[config.mk]
export PLATFORM = sky130hd
export DESIGN_NAME = ultrasonic_echo_emulator
export DESIGN_NICKNAME = d
export VERILOG_FILES = /design/src/rtl/ultrasonic_pkg.sv /design/src/rtl/echo_lfsr8.sv /design/src/rtl/ultrasonic_echo_emulator.sv
export SDC_FILE = /design/constraint.sdc
export NUM_CORES = 1
export LEC_CHECK = 0
export BUFFER_PORTS_ARGS = -buffer_cell sky130_fd_sc_hd__buf_4
export CAP_MARGIN = 30
export CORE_ASPECT_RATIO = 1.5
export CORE_MARGIN = 2
export CORE_UTILIZATION = 35
export CTS_CLUSTER_SIZE = 28
export DETAILED_ROUTE_END_ITERATION = 8
export PLACE_DENSITY = 0.48
export SYNTH_ARGS = -nofsm -noshare
export SYNTH_HDL_FRONTEND = slang
export SYNTH_SLANG_ARGS = --single-unit
[constraint.sdc]
create_clock -name osc_clk -period 4.25 [get_ports osc_clk]
set_input_delay 0.6375 -clock osc_clk [delete_from_list [all_inputs] [get_ports osc_clk]]
set_output_delay 0.6375 -clock osc_clk [all_outputs]
set_load 0.01 [all_outputs]
[src/rtl/ultrasonic_pkg.sv]
// Shared types and constants for the ultrasonic echo emulator and range-detector side.
// Latency: n/a (package only).
// Backpressure: n/a (package only).
package ultrasonic_pkg;

    // Measurement sequencer states
    typedef enum logic [2:0] {
        ST_IDLE    = 3'd0,
        ST_TRIG_HI = 3'd1,
        ST_DELAY   = 3'd2,
        ST_ECHO    = 3'd3,
        ST_HOLDOFF = 3'd4
    } echo_state_t;

    // Echo counter width; 255 << 8 plus jitter always fits
    localparam int ECHO_CNT_W = 18;

    // Defaults shared with the range-detector side
    localparam int DEF_MIN_TRIG    = 20;
    localparam int DEF_SCALE_SHIFT = 8;

endpackage

[src/rtl/echo_lfsr8.sv]
// 8-bit maximal LFSR (taps 8,6,5,4) used to add echo-width jitter.
// Latency: new value one cycle after step.
// Backpressure: none; advances only when step is high.
module echo_lfsr8 (
    input  logic       osc_clk,
    input  logic       rst_n,
    input  logic       step,
    output logic [7:0] q
);

    // Fibonacci shift with feedback from bits 8,6,5,4 (1-based); reseeds to 8'hA5
    always_ff @(posedge osc_clk or negedge rst_n) begin
        if (!rst_n) begin
            q <= 8'hA5;
        end else if (step) begin
            q <= {q[6:0], q[7] ^ q[5] ^ q[4] ^ q[3]};
        end
    end

endmodule

[src/rtl/ultrasonic_echo_emulator.sv]
// HC-SR04-style responder: validates trig width, waits BURST_DELAY, drives distance-coded echo.
// Latency: echo rises BURST_DELAY+1 cycles after trig falling-edge detection (3-flop sync ahead).
// Backpressure: re-triggers ignored while busy; build with ECHO_JITTER_EN for LFSR echo jitter.
module ultrasonic_echo_emulator
    import ultrasonic_pkg::*;
#(
    parameter int                     MIN_TRIG    = DEF_MIN_TRIG,
    parameter int                     BURST_DELAY = 40,
    parameter int                     SCALE_SHIFT = DEF_SCALE_SHIFT,
    parameter logic [ECHO_CNT_W-1:0]  TIMEOUT     = 18'h3FFFF,
    parameter int                     HOLDOFF     = 1000
) (
    input  logic       osc_clk,
    input  logic       rst_n,
    input  logic       trig,
    input  logic [7:0] distance,
    input  logic       enable,
    output logic       echo,
    output logic       busy,
    output logic       short_trig
);

    localparam logic [ECHO_CNT_W-1:0] MIN_C   = ECHO_CNT_W'(MIN_TRIG);
    localparam logic [ECHO_CNT_W-1:0] DELAY_C = ECHO_CNT_W'(BURST_DELAY);
    localparam logic [ECHO_CNT_W-1:0] HOLD_C  = ECHO_CNT_W'(HOLDOFF);

    logic                  trig_meta, trig_s, trig_d;
    logic                  rise_s, fall_s;
    echo_state_t           state, state_nxt;
    logic [ECHO_CNT_W-1:0] cnt, cnt_nxt;
    logic [7:0]            dist_latched, dist_nxt;
    logic                  echo_nxt, short_nxt, accept;
    logic [ECHO_CNT_W-1:0] base_len, echo_len;

    // Two-flop synchronizer plus a delay flop for edge detection
    always_ff @(posedge osc_clk or negedge rst_n) begin
        if (!rst_n) begin
            trig_meta <= 1'b0;
            trig_s    <= 1'b0;
            trig_d    <= 1'b0;
        end else begin
            trig_meta <= trig;
            trig_s    <= trig_meta;
            trig_d    <= trig_s;
        end
    end

    assign rise_s = trig_s & ~trig_d;
    assign fall_s = ~trig_s & trig_d;

    assign base_len = {10'b0, dist_latched} << SCALE_SHIFT;

`ifdef ECHO_JITTER_EN
    logic [7:0] lfsr_q;

    echo_lfsr8 u_lfsr (
        .osc_clk (osc_clk),
        .rst_n   (rst_n),
        .step    (accept),
        .q       (lfsr_q)
    );

    // Zero distance means no target, so the timeout length stays exact
    assign echo_len = (dist_latched == 8'd0) ? TIMEOUT
                                             : base_len + {14'b0, lfsr_q[3:0]};
`else
    assign echo_len = (dist_latched == 8'd0) ? TIMEOUT : base_len;
`endif

    // State, shared phase counter, latched distance and registered outputs
    always_ff @(posedge osc_clk or negedge rst_n) begin
        if (!rst_n) begin
            state        <= ST_IDLE;
            cnt          <= '0;
            dist_latched <= 8'd0;
            echo         <= 1'b0;
            short_trig   <= 1'b0;
        end else begin
            state        <= state_nxt;
            cnt          <= cnt_nxt;
            dist_latched <= dist_nxt;
            echo         <= echo_nxt;
            short_trig   <= short_nxt;
        end
    end

    // Next-state logic; cnt is the trig width in TRIG_HI and elapsed cycles elsewhere
    always_comb begin
        state_nxt = state;
        cnt_nxt   = cnt;
        dist_nxt  = dist_latched;
        echo_nxt  = 1'b0;
        short_nxt = 1'b0;
        accept    = 1'b0;
        case (state)
            ST_IDLE: begin
                if (rise_s && enable) begin
                    state_nxt = ST_TRIG_HI;
                    cnt_nxt   = 18'd1;
                end
            end
            ST_TRIG_HI: begin
                if (fall_s) begin
                    if (cnt >= MIN_C) begin
                        state_nxt = ST_DELAY;
                        cnt_nxt   = 18'd1;
                        dist_nxt  = distance;
                        accept    = 1'b1;
                    end else begin
                        state_nxt = ST_IDLE;
                        cnt_nxt   = '0;
                        short_nxt = 1'b1;
                    end
                end else if (trig_s && cnt < MIN_C) begin
                    cnt_nxt = cnt + 18'd1;
                end
            end
            ST_DELAY: begin
                if (cnt >= DELAY_C) begin
                    state_nxt = ST_ECHO;
                    cnt_nxt   = 18'd1;
                    echo_nxt  = 1'b1;
                end else begin
                    cnt_nxt = cnt + 18'd1;
                end
            end
            ST_ECHO: begin
                if (cnt >= echo_len) begin
                    state_nxt = ST_HOLDOFF;
                    cnt_nxt   = 18'd1;
                end else begin
                    cnt_nxt  = cnt + 18'd1;
                    echo_nxt = 1'b1;
                end
            end
            ST_HOLDOFF: begin
                if (cnt >= HOLD_C) begin
                    state_nxt = ST_IDLE;
                    cnt_nxt   = '0;
                end else begin
                    cnt_nxt = cnt + 18'd1;
                end
            end
            default: begin
                state_nxt = ST_IDLE;
                cnt_nxt   = '0;
            end
        endcase
    end

    assign busy = (state == ST_DELAY) || (state == ST_ECHO) || (state == ST_HOLDOFF);

endmodule

Word-level counts from Yosys, hierarchy flattened:

Cells that the tools add are included.
W data, S select, Z words.

* add/subtract/negate cells: 1
* order comparisons: 5
* eq/ne operators: 10
* muxes and demuxes: 22
* bitwise logic cells: 4
* reductions and logical operators: 9

Operators with widths (count)
* $mux W18: 7
* $pmux W18 S5: 1
* $add A18 B1 Y18 const B: 1
* $ge A18 B10 Y1 const B: 1
* $ge A18 B18 Y1: 1
* $ge A18 B5 Y1 const B: 1
* $ge A18 B6 Y1 const B: 1
* $lt A18 B5 Y1 const B: 1
* $mux W3: 5
* $pmux W3 S5: 1
* $ne A2 B2 Y1 const B: 5
* $logic_not A8 Y1: 1
* $eq A3 B2 Y1 const B: 2
* $mux W1: 6
* $reduce_and A5 Y1: 1
* $eq A3 B1 Y1 const B: 1
* $eq A3 B3 Y1 const B: 1
* $logic_not A3 Y1: 1
* $ne A3 B3 Y1 const B: 1
* $reduce_and A3 Y1: 1
* $and A1 B1 Y1: 2
* $logic_and A1 B1 Y1: 2
* $logic_or A1 B1 Y1: 2
* $mux W2: 1
* 3 further kinds: 4

* register bits after elaboration: 34
* bits of input ports: 12
* output and inout port bits: 3
* logic and storage cells: 59

Depth between registers and ports, before layout:

* word-level depth: 5
* gate-level depth with buffers: 11
* mapped depth without buffers: 10

Worst setup path before layout:

OpenSTA, ideal clock, no wires.

* path type: register -> register
* from: register dist_latched[4]
* to: register cnt[11]
* setup time: 0.149 ns
* data arrival time: 3.246 ns
* required time: 4.101 ns
* path slack: 0.855 ns
* cell stages (with the launch flop): 12
* clock period less this slack: 3.395 ns
* cell sequence: dfrtp_1 -> or4_1 -> nor2_1 -> inv_1 -> ha_1 -> nand4_1 -> or3_1 -> nor3_1 -> a211oi_2 -> a311oi_4 -> buf_6 -> a211oi_2

* cells in the longest elaborated chain, start to end: 5

Ends and longest elaborated chain
* start: declaration: line ultrasonic_echo_emulator.sv:31 `logic [7:0] dist_latched, dist_nxt;`
* start signal: assignment: line ultrasonic_echo_emulator.sv:81 `dist_latched <= dist_nxt;`
* $logic_not A8 Y1: line ultrasonic_echo_emulator.sv:67 `assign echo_len = (dist_latched == 8'd0) ? TIMEOUT : base_len;`
* $mux W18 *: line ultrasonic_echo_emulator.sv:67
* $ge A18 B18 Y1 *: line ultrasonic_echo_emulator.sv:128 `if (cnt >= echo_len) begin`
* $mux W18 *: line ultrasonic_echo_emulator.sv:128
* $pmux W18 S5 *: line ultrasonic_echo_emulator.sv:95 `case (state)`
* end signal: assignment: line ultrasonic_echo_emulator.sv:80 `cnt <= cnt_nxt;`
* end: declaration: line ultrasonic_echo_emulator.sv:30 `logic [ECHO_CNT_W-1:0] cnt, cnt_nxt;`

Mark *: on every way between the ends. The rest lies on a longest branch, timed or not.
A chain may end at the register's enable or synchronous reset.

Final worst setup path:

* from: register dist_latched[4]
* to: register cnt[16]

Same word-level chain as after synthesis.

==> results.rst <==
.. list-table::
   :header-rows: 1

   * - Metric
     - Value
   * - Result of the run
     - completed
   * - Power, Total
     - 1.41 mW
   * - DRT Pass-1 Iters
     - 4
   * - CTS tree
     - done
   * - Core utilization of the finished layout
     - 41.0%
   * - Syn nets
     - 279
   * - Final ANT Viol Nets
     - 0
   * - Pin count of the biggest net entering global routing
     - 35
   * - Critical path buffer and inverter count
     - 2
   * - Max transition margin
     - 48.1%
   * - Total global routing overflow
     - 0
   * - Yosys warning total
     - 0
   * - Final-stage net count
     - 295
   * - Launch instance of the worst register-to-register path
     - dist_latched[4]
   * - Critical setup path kind
     - register to register
   * - Post-synth EDFFs
     - 0
   * - Total Wirelength
     - 5.42 mm
   * - Final routed wire length divided by cell count
     - 15.9 um
   * - Count of max-cap constraint violations
     - 0
   * - Critical path cell sequence
     - or4_1 -> nor2_1 -> inv_1 -> ha_1 -> nand4_1 -> or3_1 -> nor3_1 -> a211oi_2 -> a311oi_4 -> buf_4 -> nor3_1
   * - Last element of the critical path
     - cnt[16]
   * - Leakage power total
     - 1.15 nW
   * - Cts hold-fix bufs
     - 0
   * - Area enclosed by the die boundary
     - 7470 um2
   * - Fraction of layout cells with a size suffix above 1
     - 21.2%
   * - Cells after Synth
     - 247
   * - Final clock period utilization by the worst path
     - 77.6%
   * - Count of standard-cell rows
     - 36
   * - First DRT Iteration DRCs
     - 75
   * - Max incr delay on CP
     - 540 ps
   * - Setup fix buffers added after clock tree synthesis
     - 0
   * - Final Wtd Congestion
     - 0.804
   * - Startpoint kind of the worst setup timing path
     - register
   * - Io pins
     - 15
   * - Top cells by count, synth
     - 34 x sky130_fd_sc_hd__dfrtp_1, 29 x sky130_fd_sc_hd__nor2_1, 20 x sky130_fd_sc_hd__ha_1
   * - Input/output buffers
     - 14
   * - Sequential area share after synthesis
     - 35.8%
   * - Worst setup slack for register-to-register paths
     - 950 ps
   * - Post-synthesis async set-or-reset flop share
     - 100%
   * - Crit-path leading delay family
     - simple AND/OR/NAND/NOR gates
   * - Final number of setup-violating endpoints
     - 0
   * - Most used flip-flop cell after synthesis
     - sky130_fd_sc_hd__dfrtp_1
   * - Min setup slack post-route
     - 951 ps
   * - R2R depth
     - 11
   * - Top cells by area, synth
     - sky130_fd_sc_hd__dfrtp_1 36%, sky130_fd_sc_hd__ha_1 11%, sky130_fd_sc_hd__nor2_1 4.6%
   * - Most instantiated library cell after synthesis
     - sky130_fd_sc_hd__dfrtp_1
   * - Core area
     - 6530 um2
   * - Wire length of the first global-routing pass
     - 9.43 mm
   * - Max Clock Freq
     - 303 MHz
   * - Post-synthesis sequential element count
     - 34
   * - Power density relative to cell area
     - 527 nW/um2
   * - Number of H-tree levels
     - 2
   * - IR drop worst, VDD
     - 225 uV
   * - Average footprint of a synthesized cell
     - 9.61 um2
   * - Vias after detailed routing
     - 1885
   * - Minimum clock period
     - 3300 ps
   * - Die width
     - 71.3 um
   * - Worst path slowest cell
     - sky130_fd_sc_hd__or4_1
   * - Antenna violations before repair
     - 0
   * - Cell area after technology mapping
     - 2370 um2
   * - Setup repair after global routing missed its margin
     - no
   * - Crit Path Max Fanout
     - 13
   * - Launching element of the worst setup path
     - dist_latched[4]
   * - Antenna diode count
     - 0
   * - Initial standard-cell utilization of the core
     - 36.4%
   * - Vert. Die Dim
     - 105 um
   * - Cts bufs inserted
     - 5
   * - Clock transition time at the flip-flop clock pins of the worst setup and hold paths
     - 70 ps
   * - Post-placement setup slack
     - 941 ps
   * - Global routing usage summed across all routing layers
     - 15.9%
   * - Clk root buf
     - sky130_fd_sc_hd__clkbuf_8
   * - Arrival time of the worst setup path
     - 3470 ps
   * - Library cell with the largest summed area after synthesis
     - sky130_fd_sc_hd__dfrtp_1
   * - Class of the most critical hold timing path
     - input pin to async pin
   * - Post-synth top area share
     - 35.8%
   * - Number of different library cells in the post-synthesis netlist
     - 49
   * - Worst Max-Slew Pin Slew
     - 772 ps
   * - Sum Neg Setup Slack
     - 0 ps
   * - Final routed DRC violation total
     - 0
   * - Depth of the critical timing path with buffers and inverters included
     - 11
   * - Final worst clock skew
     - 3.32 ps
   * - Sinks on the clock net
     - 34
   * - Avg Vias per Cell
     - 5.54
   * - DP HPWL
     - 4.06 mm
   * - Final Hold Vio Count
     - 0
   * - RR Endpoint
     - cnt[16]
   * - Final number of max-transition violations
     - 0
   * - Longest Clk Path Bufs
     - 2
   * - Cts repair resizes
     - 0
   * - Required time worst endpoint
     - 4420 ps
   * - Skew-Pair Late Insertion Delay
     - 290 ps
   * - Most prevalent standard cell on the critical path
     - sky130_fd_sc_hd__nor3_1
   * - Area delta synth->final
     - 12.8%
   * - Critical path capture point type
     - register
   * - Via count of the first global-routing pass
     - 1904
-- registers in the layout, indices dropped and copies added, names as in the netlist --
register and count:
trig_s 1, state 3, dist_latched 8, echo 1
trig_meta 1, cnt 18, short_trig 1, trig_d 1
-- through the flow --
stage / instances / cell area, um2 / hold slack [ps]
3_3_place_gp: 331 / 2550 / 340
2_1_floorplan: 247 / 2370 / 331
4_1_cts: 340 / 2680 / 316
3_5_place_dp: 332 / 2570 / 336
6_report: 340 / 2680 / 295
5_1_grt: 340 / 2680 / 325
-- how the worst min path moves through the flow --
stage | startpoint | endpoint | slack, ps | cells past startpoint
after global routing | rst_n | trig_s | 320 | 1
after floorplan | trig_meta | trig_s | 330 | 0
after detailed placement | trig_meta | trig_s | 340 | 0
after CTS | rst_n | cnt[11] | 320 | 1
after global placement | trig_meta | trig_s | 340 | 0
final | rst_n | trig_meta | 290 | 1
-- report_power, final --
part           internal (mW)  switching (mW)
clock network          0.173           0.127
logic                  0.257           0.366
registers              0.398          0.0892
-- cell usage in the layout, fill, tap and decap left out, drive strengths merged, types with 3 or more instances in the layout --
cell type  synthesis  layout
nor3              20      20
nand3             14      14
nand4              7       7
buf                8      18
ha                20      20
mux2               8       8
o21a               3       3
a211oi             3       3
nor2              29      29
clkbuf             1       5
nor2b              3       3
nor4               4       4
a21oi             17      17
dfrtp             34      34
o31a               4       4
o21ai             16      16
nand2b             5       5
and3               5       5
inv                7       7
nand2             14      14
-- logic make-up (layout without fill, tap and decap cells) --
| kind of cell | after synthesis | in the layout | synth area share (%) |
|---|---|---|---|
| adders and majority gates | 20 | 20 | 10.5 |
| and+or+nand+nor | 112 | 112 | 28.7 |
| muxes | 8 | 8 | 3.79 |
| xor gates and xnor gates | 1 | 1 | 0.369 |
| DFF | 34 | 34 | 35.8 |
| buffers and inverters | 16 | 33 | 3.32 |
| AOI/OAI and AO/OA | 56 | 56 | 17.4 |
-- layer usage --
layer	up-vias	global-route usage, %	part of all wire, %
li1	950	-	-
met1	898	19.2	43
met2	29	28.3	53
met3	8	2.31	2.4
met4	0	5.26	1.8
met5	-	0	0
-- cell type report --
| cell class | count | area (um2) |
|---|---|---|
| clock inverters | 3 | 40.0 |
| well taps | 76 | 95.1 |
| flip-flops and latches | 34 | 851 |
| inverters | 7 | 26.3 |
| fillers | 644 | 3850 |
| clock buffers | 5 | 68.8 |
| multi-input cells | 197 | 1450 |
| repair buffers | 18 | 143 |
Note: power is estimated with default switching activity, not from simulation.
